==> src/rtl/cpu_defs_pkg.sv <==
// Shared definitions for the 8-bit core fetch/decode controller.
package cpu_defs;

    localparam int unsigned INSTR_W = 16;
    localparam int unsigned IMM_W   = 6;
    localparam int unsigned REG_W   = 3;
    localparam int unsigned EXT_W   = 8;

    // Instruction field positions
    localparam int unsigned OPC_MSB = 15;
    localparam int unsigned OPC_LSB = 12;
    localparam int unsigned RD_MSB  = 11;
    localparam int unsigned RD_LSB  = 9;
    localparam int unsigned RS_MSB  = 8;
    localparam int unsigned RS_LSB  = 6;
    localparam int unsigned RT_MSB  = 5;
    localparam int unsigned RT_LSB  = 3;
    localparam int unsigned IMM_MSB = 5;
    localparam int unsigned IMM_LSB = 0;

    // Opcodes; 0xB..0xE are unassigned and decode as illegal
    localparam logic [3:0] OP_NOP  = 4'h0;
    localparam logic [3:0] OP_ADD  = 4'h1;
    localparam logic [3:0] OP_SUB  = 4'h2;
    localparam logic [3:0] OP_AND  = 4'h3;
    localparam logic [3:0] OP_OR   = 4'h4;
    localparam logic [3:0] OP_ADDI = 4'h5;
    localparam logic [3:0] OP_ANDI = 4'h6;
    localparam logic [3:0] OP_LD   = 4'h7;
    localparam logic [3:0] OP_ST   = 4'h8;
    localparam logic [3:0] OP_BEQ  = 4'h9;
    localparam logic [3:0] OP_JMP  = 4'hA;
    localparam logic [3:0] OP_HALT = 4'hF;

    typedef enum logic [2:0] {
        ALU_ADD = 3'd0,
        ALU_SUB = 3'd1,
        ALU_AND = 3'd2,
        ALU_OR  = 3'd3
    } alu_op_e;

    typedef enum logic [2:0] {
        ST_FETCH  = 3'd0,
        ST_DECODE = 3'd1,
        ST_EXEC   = 3'd2,
        ST_MEM    = 3'd3,
        ST_HALT   = 3'd4
    } state_e;

    typedef enum logic [2:0] {
        CL_NOP     = 3'd0,
        CL_ALU     = 3'd1,
        CL_LD      = 3'd2,
        CL_ST      = 3'd3,
        CL_BEQ     = 3'd4,
        CL_JMP     = 3'd5,
        CL_HALT    = 3'd6,
        CL_ILLEGAL = 3'd7
    } iclass_e;

    typedef struct packed {
        logic    cs;
        alu_op_e alu_op;
        logic    alu_src_imm;
        iclass_e iclass;
    } dec_t;

endpackage

==> src/rtl/instr_decoder.sv <==
// Combinational opcode decoder: extension mode, ALU op, operand select, instruction class.
module instr_decoder
    import cpu_defs::*;
(
    input  logic [3:0] i_opcode,
    output dec_t       o_dec
);

    // Opcode to control fields; anything unlisted is illegal
    always_comb begin
        o_dec.cs          = 1'b0;
        o_dec.alu_op      = ALU_ADD;
        o_dec.alu_src_imm = 1'b0;
        o_dec.iclass      = CL_NOP;
        case (i_opcode)
            OP_NOP:  o_dec.iclass = CL_NOP;
            OP_ADD:  o_dec.iclass = CL_ALU;
            OP_SUB: begin
                o_dec.iclass = CL_ALU;
                o_dec.alu_op = ALU_SUB;
            end
            OP_AND: begin
                o_dec.iclass = CL_ALU;
                o_dec.alu_op = ALU_AND;
            end
            OP_OR: begin
                o_dec.iclass = CL_ALU;
                o_dec.alu_op = ALU_OR;
            end
            OP_ADDI: begin
                o_dec.iclass      = CL_ALU;
                o_dec.cs          = 1'b1;
                o_dec.alu_src_imm = 1'b1;
            end
            OP_ANDI: begin
                o_dec.iclass      = CL_ALU;
                o_dec.alu_op      = ALU_AND;
                o_dec.alu_src_imm = 1'b1;
            end
            OP_LD: begin
                o_dec.iclass      = CL_LD;
                o_dec.cs          = 1'b1;
                o_dec.alu_src_imm = 1'b1;
            end
            OP_ST: begin
                o_dec.iclass      = CL_ST;
                o_dec.cs          = 1'b1;
                o_dec.alu_src_imm = 1'b1;
            end
            OP_BEQ: begin
                o_dec.iclass = CL_BEQ;
                o_dec.cs     = 1'b1;
                o_dec.alu_op = ALU_SUB;
            end
            OP_JMP:  o_dec.iclass = CL_JMP;
            OP_HALT: o_dec.iclass = CL_HALT;
            default: o_dec.iclass = CL_ILLEGAL;
        endcase
    end

endmodule

==> src/rtl/fetch_decode_ctrl.sv <==
// Multi-cycle fetch/decode controller: FSM, PC and instruction register.
module fetch_decode_ctrl
    import cpu_defs::*;
#(
    parameter int unsigned PC_W = 8
) (
    input  logic               clk,
    input  logic               rst,
    input  logic [15:0]        imem_data,
    input  logic               imem_valid,
    input  logic               dmem_valid,
    input  logic               alu_zero,
    input  logic [7:0]         ext_immediate,
    output logic [PC_W-1:0]    imem_addr,
    output logic               imem_rd,
    output logic [5:0]         immediate,
    output logic               CS,
    output logic [2:0]         rd_addr,
    output logic [2:0]         rs_addr,
    output logic [2:0]         rt_addr,
    output logic [2:0]         alu_op,
    output logic               alu_src_imm,
    output logic               reg_we,
    output logic               mem_rd,
    output logic               mem_we,
    output logic               halted,
    output logic               illegal
);

    state_e               r_state;
    logic [PC_W-1:0]      r_pc;
    logic [INSTR_W-1:0]   r_ir;
    logic                 r_imem_rd;
    logic                 r_reg_we;
    logic                 r_mem_rd;
    logic                 r_mem_we;
    logic                 r_halted;
    logic                 r_illegal;

    dec_t                 w_dec;
    logic [PC_W-1:0]      w_ext_pc;

    instr_decoder u_instr_decoder (
        .i_opcode (r_ir[OPC_MSB:OPC_LSB]),
        .o_dec    (w_dec)
    );

    assign w_ext_pc = PC_W'(ext_immediate);

    // Sequencer: fetch handshake, decode, execute, data-memory wait, halt
    always_ff @(posedge clk or posedge rst) begin
        if (rst) begin
            r_state   <= ST_FETCH;
            r_pc      <= '0;
            r_ir      <= '0;
            r_imem_rd <= 1'b0;
            r_reg_we  <= 1'b0;
            r_mem_rd  <= 1'b0;
            r_mem_we  <= 1'b0;
            r_halted  <= 1'b0;
            r_illegal <= 1'b0;
        end else begin
            r_reg_we  <= 1'b0;
            r_illegal <= 1'b0;
            case (r_state)
                ST_FETCH: begin
                    if (r_imem_rd && imem_valid) begin
                        r_ir      <= imem_data;
                        r_pc      <= r_pc + PC_W'(1);
                        r_imem_rd <= 1'b0;
                        r_state   <= ST_DECODE;
                    end else begin
                        r_imem_rd <= 1'b1;
                    end
                end
                ST_DECODE: begin
                    r_state <= ST_EXEC;
                    case (w_dec.iclass)
                        CL_ALU:     r_reg_we  <= 1'b1;
                        CL_ILLEGAL: r_illegal <= 1'b1;
                        default:    ;
                    endcase
                end
                ST_EXEC: begin
                    r_state   <= ST_FETCH;
                    r_imem_rd <= 1'b1;
                    case (w_dec.iclass)
                        CL_LD: begin
                            r_state   <= ST_MEM;
                            r_imem_rd <= 1'b0;
                            r_mem_rd  <= 1'b1;
                        end
                        CL_ST: begin
                            r_state   <= ST_MEM;
                            r_imem_rd <= 1'b0;
                            r_mem_we  <= 1'b1;
                        end
                        CL_BEQ: begin
                            if (alu_zero) begin
                                r_pc <= r_pc + w_ext_pc;
                            end
                        end
                        CL_JMP:  r_pc <= w_ext_pc;
                        CL_HALT: begin
                            r_state   <= ST_HALT;
                            r_imem_rd <= 1'b0;
                            r_halted  <= 1'b1;
                        end
                        default: ;
                    endcase
                end
                ST_MEM: begin
                    if (dmem_valid) begin
                        r_mem_rd  <= 1'b0;
                        r_mem_we  <= 1'b0;
                        r_imem_rd <= 1'b1;
                        r_state   <= ST_FETCH;
                    end
                end
                ST_HALT: r_halted <= 1'b1;
                default: r_state <= ST_FETCH;
            endcase
        end
    end

    assign imem_addr   = r_pc;
    assign imem_rd     = r_imem_rd;
    assign immediate   = r_ir[IMM_MSB:IMM_LSB];
    assign rd_addr     = r_ir[RD_MSB:RD_LSB];
    assign rs_addr     = r_ir[RS_MSB:RS_LSB];
    assign rt_addr     = r_ir[RT_MSB:RT_LSB];
    assign CS          = w_dec.cs;
    assign alu_op      = w_dec.alu_op;
    assign alu_src_imm = w_dec.alu_src_imm;
    // Load write-back coincides with the cycle the data arrives
    assign reg_we      = r_reg_we | (r_mem_rd & dmem_valid);
    assign mem_rd      = r_mem_rd;
    assign mem_we      = r_mem_we;
    assign halted      = r_halted;
    assign illegal     = r_illegal;

endmodule

==> config.mk <==
export PLATFORM = sky130hd
export DESIGN_NAME = fetch_decode_ctrl
export DESIGN_NICKNAME = d
export VERILOG_FILES = /design/src/rtl/cpu_defs_pkg.sv /design/src/rtl/instr_decoder.sv /design/src/rtl/fetch_decode_ctrl.sv
export SDC_FILE = /design/constraint.sdc
export NUM_CORES = 1
export LEC_CHECK = 0
export CAP_MARGIN = 30
export CORE_MARGIN = 1.5
export CORE_UTILIZATION = 45
export DETAILED_ROUTE_END_ITERATION = 6
export PLACE_DENSITY = 0.76
export REMOVE_ABC_BUFFERS = 1
export SLEW_MARGIN = 20
export SYNTH_ARGS = -nofsm -noshare
export SYNTH_HDL_FRONTEND = slang
export SYNTH_SLANG_ARGS = --single-unit
==> constraint.sdc <==
create_clock -name clk -period 3 [get_ports clk]
set_clock_uncertainty 0.2 [all_clocks]
set_input_delay 0.3 -clock clk [delete_from_list [all_inputs] [get_ports clk]]
set_output_delay 0.3 -clock clk [all_outputs]
set_load 0.005 [all_outputs]
Yosys cells after proc, flatten, opt, wreduce, memory -nomap -nowiden
Index checks and enable logic that the tools add are counted.

word-level totals
  flip-flop bits (word level) = 33
  input bits = 29

cells by class
  $add $sub $neg = 2
  equal/unequal tests = 29
  multiplexer cells = 27
  bitwise logic cells = 3
  reduce and logical (&&, ||, !) cells = 21

operators with widths
  kind                 number
  $pmux 8 s2           2
  $pmux 3 s7           1
  $eq 4x3->1 const B   4
  $eq 4x4->1 const B   4
  $mux 8               2
  $eq 3x3->1 const B   5
  $pmux 3 s5           1
  $mux 1               13
  $eq 3x2->1 const B   4
  $reduce_and 3->1     3
  $add 8x1->8 const B  1
  $add 8x8->8          1
  $eq 4x2->1 const B   2
  $reduce_or 4->1      2
  $eq 3x1->1 const B   2
  $mux 3               2
  $ne 2x1->1 const B   3
  $pmux 1 s2           3
  $pmux 2 s3           1
  $pmux 3 s2           1
  $reduce_and 2->1     3
  $reduce_bool 2->1    3
  $reduce_or 2->1      3
  $reduce_or 6->1      1
  other kinds (14)     15

Depth between registers and ports, before layout
  depth after elaboration = 7
  depth in mapped cells = 9

Modules after synthesis
A second synthesis with hierarchy kept.

second synthesis, totals
  cells, all modules = 247
  area total of the unflattened synthesis = 2293.4 sq um

by module, submodules not included
  module             instances  cells an instance  area an instance (sq um)  seq. area each (sq um)
  fetch_decode_ctrl  1          221                2110.8                    825.8
  instr_decoder      1          26                 182.7                     0.0

Worst setup path after synthesis
OpenSTA, ideal clock, no wires.

  path type = reg-to-reg
  from = register r_state[2]
  to = register r_pc[0] (netlist: imem_addr[0])
  library setup time = 140 ps
  data arrival time = 1955 ps
  slack = 706 ps
  cell stages (with the launch flop) = 8
  path through = dfrtp_1 buf_6 or3b_1 buf_6 a2111oi_4 nor2_4 a2111oi_2 a311oi_1

on the way
  cells in the longest elaborated chain, start to end = 3
  elaborated cells between the ends (all ways) = 8
  classes of those cells = eq/ne: 4; mux: 1; reduce/logical: 3

ends and longest elaborated chain
  element                                             RTL line                  RTL
  from (decl)                                         fetch_decode_ctrl.sv:30   state_e r_state;
  from (signal assigned)                              fetch_decode_ctrl.sv:53   r_state <= ST_FETCH;
  from (signal assigned)                              fetch_decode_ctrl.sv:71   r_state <= ST_DECODE;
  from (signal assigned)                              fetch_decode_ctrl.sv:77   r_state <= ST_EXEC;
  $eq 3x2->1 or $logic_not 3->1 (tied branches)       fetch_decode_ctrl.sv:65   case (r_state)
  $ne 3x2->1 (no line), or another cell as far along  -
  $reduce_and 4->1 (no line)                          -
  to (signal assigned)                                fetch_decode_ctrl.sv:69   r_pc <= r_pc + PC_W'(1);
  to (signal assigned)                                fetch_decode_ctrl.sv:100  r_pc <= r_pc + w_ext_pc;
  to (signal assigned)                                fetch_decode_ctrl.sv:103  CL_JMP: r_pc <= w_ext_pc;
  to (decl)                                           fetch_decode_ctrl.sv:31   logic [PC_W-1:0] r_pc;

Parallel ways exist; a longest one is shown, timed or not.
A chain may end at the register's enable or synchronous reset.

Worst setup path after layout
  from = register r_ir[14]
  to = output alu_op[1]

on the way
  cells in the longest elaborated chain, start to end = 3
  elaborated cells between the ends (all ways) = 8
  classes of those cells = eq/ne: 5; mux: 1; reduce/logical: 2

ends and longest elaborated chain
  element                                   RTL line                 RTL
  from (decl)                               fetch_decode_ctrl.sv:32  logic [INSTR_W-1:0] r_ir;
  from (signal assigned)                    fetch_decode_ctrl.sv:68  r_ir <= imem_data;
  $eq 4x2->1, or another cell as far along  instr_decoder.sv:15      case (i_opcode)
  $reduce_or 2->1 (no line)                 -
  $pmux 2 s3 *                              instr_decoder.sv:15
  to (decl)                                 fetch_decode_ctrl.sv:21  output logic [2:0] alu_op,

Mark *: on every way between the ends. The rest lies on a longest branch, timed or not.

==> results.md <==
* Initial antenna violation count at 0
* Setup CP Type: reg2out
* RSZ-0062 raised after global routing: false
* Post-CTS Setup Bufs at 0
* Reg2reg path depth at 5
* Clock latency at the later pin of the worst-skew pair at 0.29 ns
* Port bufs at 61
* Via count at 1869
* Grt ovf at 0
* Cell Pwr Density at 990 nW/um^2
* Largest net degree at the start of global routing at 23
* Core Region at 4690 um^2
* Worst endpoint data arrival time at 1.98 ns
* # hold bufs at CTS at 0
* Worst Hold Class: in2async
* R2R setup slack at 0.56 ns
* DR DRC count at 0
* Synthesized instance count at 239
* Slew headroom at 52.4%
* Worst slew pin tran at 0.713 ns
* Final number of hold-violating endpoints at 0
* First-pass GRT wire length at 8200 um
* P&R area growth vs syn at 29.8%
* Peak supply drop at 0.538 mV
* Setup Total Neg Slack at 0 ns
* # IOs at 63
* Fraction of layout cells with a size suffix above 1 at 12.6%
* Fillers at 424
* Worst setup SP type: register
* Mean Syn Cell Area at 9.17 um^2
* Number of global-route vias before repair at 1798
* Hpwl dp at 3650 um
* Cell Rows at 25
* Synth warn at 0
* Total CTS buffers at 5
* CP Capture Type: output pin
* Flops & latches, synth at 33
* Leakage at 1.15 nW
* Req. time, crit path at 2.50 ns
* Vias/cell at 5.50
* Clock Sinks at 33
* Min Clock Period, post-route at 2.48 ns
* Max-Cap Viols at 0
* Footprint of the multi-input gates at 1150 um^2
* Final-report setup violation count at 0
* Max frequency at 404 MHz
* Die Height at 72.8 um
* H-tree lvl count at 2
* Netlist cell types at 50
* WL/cell at 14.5 um
* Mapped Area at 2190 um^2
* Max-slew violation count at 0
* Sequential area share after synthesis at 37.7%
* Cts repair resizes at 0
* Post-DRT Antenna Nets at 0
* Tcrit/Tclk final at 82.5%
* RR Endpoint: imem_addr[7]
* Initial drt markers at 94
* Outcome: finished clean
* Post-layout util at 60.6%
* DIE AREA at 5300 um^2
* Nets at 323
* Placer Congestion at 0.920
* FF/Latch Area at 826 um^2
* Die width at 72.8 um
* Crit path max fanout at 8
* Diode count at 0
* CTS tree: built
* Worst-path clk slew at 0.07 ns
* FF-to-FF Start: r_state[1]
* Gr usage total at 19.7%
* Clock buffer depth at 2
* Clock Tree Root: clkbuf_8
* Drt pass-1 iters at 4
* Starting Density at 46.7%
* Routed wire length at 4920 um
==> worst max path at each step <==
| stage | from | to | slack (ns) | cells after the start |
|---|---|---|---|---|
| 3_3_place_gp | ext_immediate[2] | imem_addr[7] | 0.47 | 8 |
| 3_5_place_dp | ext_immediate[0] | imem_addr[6] | 0.43 | 10 |
| 4_1_cts | r_ir[14] | alu_op[1] | 0.52 | 4 |
| 5_1_grt | r_ir[12] | alu_src_imm | 0.39 | 4 |
| 6_report | r_ir[14] | alu_op[1] | 0.52 | 4 |
| 2_1_floorplan | r_state[0] | imem_addr[7] | 0.52 | 5 |
==> power breakdown <==
part	total, mW	switching (mW)	internal (mW)
registers	0.895	0.255	0.639
logic	1.49	0.642	0.847
clock network	0.432	0.184	0.249
total	2.82	1.08	1.74
==> metrics by stage <==
step                      setup slack, ns  cell area [um^2]  instances  hold WS (ns)  total power, mW
after floorplan                     0.519              2010        212         0.217             1.70
after global placement              0.467              2730        332         0.255             2.35
after detailed placement            0.432              2730        332         0.257             2.40
after CTS                           0.521              2850        340         0.198             2.84
after global routing                0.389              2850        340         0.250             3.04
final                               0.525              2850        340         0.172             2.82
==> per-layer routing <==
metal / GRT usage [%] / up-vias / share of wire (%)
li1: - / 924 / -
met1: 25.8 / 883 / 45
met2: 31.4 / 56 / 48
met3: 6.35 / 6 / 6.1
met4: 5.45 / 0 / 1.1
met5: 0 / - / 0
==> layout by cell type, fill, tap and decap left out, types with 2 or more instances in the layout <==
cell type,synthesis,final
o21ai_0,13,13
inv_1,10,10
nand3b_1,2,2
a31oi_1,5,5
buf_4,16,5
nor2_1,19,19
and3_1,2,2
nor3b_1,2,2
mux2_2,14,14
nand4_1,2,2
nand3_1,8,8
nor2b_1,4,4
a311oi_1,2,2
xnor2_1,5,5
clkdlybuf4s50_1,0,61
a21oi_1,16,16
o211ai_1,3,3
a211oi_1,4,4
nand2_1,26,26
o31ai_1,2,2
clkbuf_8,0,5
nor3_1,5,5
ha_1,8,8
dfrtp_1,33,33
mux2i_1,3,3
==> layout make-up <==
type	count	area share, %
Tap cell	54	2.37
Multi-Input combinational cell	169	40.5
Clock buffer	5	2.42
Clock inverter	3	1.63
Timing Repair Buffer	66	22.8
Sequential cell	33	29.0
Inverter	10	1.32
==> sequential cells by signal, indices dropped and copies added (netlist names) <==
register   count
r_ir          16
imem_addr      8
r_state        3
halted         1
illegal        1
imem_rd        1
mem_rd         1
mem_we         1
r_reg_we       1
==> synthesized netlist by cell type (all sizes together) <==
cell,number,area [um^2]
fa,1,20.0
o221ai,1,8.76
or4,1,7.51
o22ai,1,6.26
a211oi,4,30.0
nand2,26,97.6
nor3,5,25.0
a2111oi,2,42.5
a21o,1,7.51
nand4,2,12.5
mux2,14,158
a31oi,5,31.3
o21a,1,7.51
or2b,1,7.51
inv,10,37.5
nor4,3,40.0
o211ai,3,22.5
nand3,8,40.0
o21ai,13,65.1
nand3b,2,15.0
and2,1,6.26
nor2b,4,25.0
or3b,1,8.76
o31ai,2,15.0
a211o,1,8.76
dfrtp,33,826
nand2b,2,15.0
o22a,2,18.8
ha,8,100
nor3b,2,15.0
mux2i,3,30.0
nor2,20,82.6
clkbuf,8,30.0
xnor2,5,43.8
nand4b,1,8.76
buf,19,148
a311oi,2,17.5
conb,1,3.75
a21oi,16,80.1
and2b,1,8.76
and3,2,12.5
or2,1,6.26
==> logic make-up (layout without fill, tap and decap cells) <==
logic type | count (synthesis) | in the layout | synth area share, %
XOR/XNOR | 5 | 5 | 2.00
AO/OA/AOI/OAI | 54 | 54 | 16.5
other | 1 | 1 | 0.171
multiplexers | 17 | 17 | 8.56
flip-flops | 33 | 33 | 37.7
buffers and inverters | 37 | 84 | 9.82
adder cells (fa/ha/maj) | 9 | 9 | 5.48
AND/OR/NAND/NOR | 83 | 83 | 19.8
==> critical path, stage by stage (launching register included) <==
cell	delay, ns
dfrtp_1	0.50
inv_1	0.20
mux2_2	0.35
nor2_1	0.11
clkdlybuf4s50_1	0.51
Power figures use the tool's default switching activity.
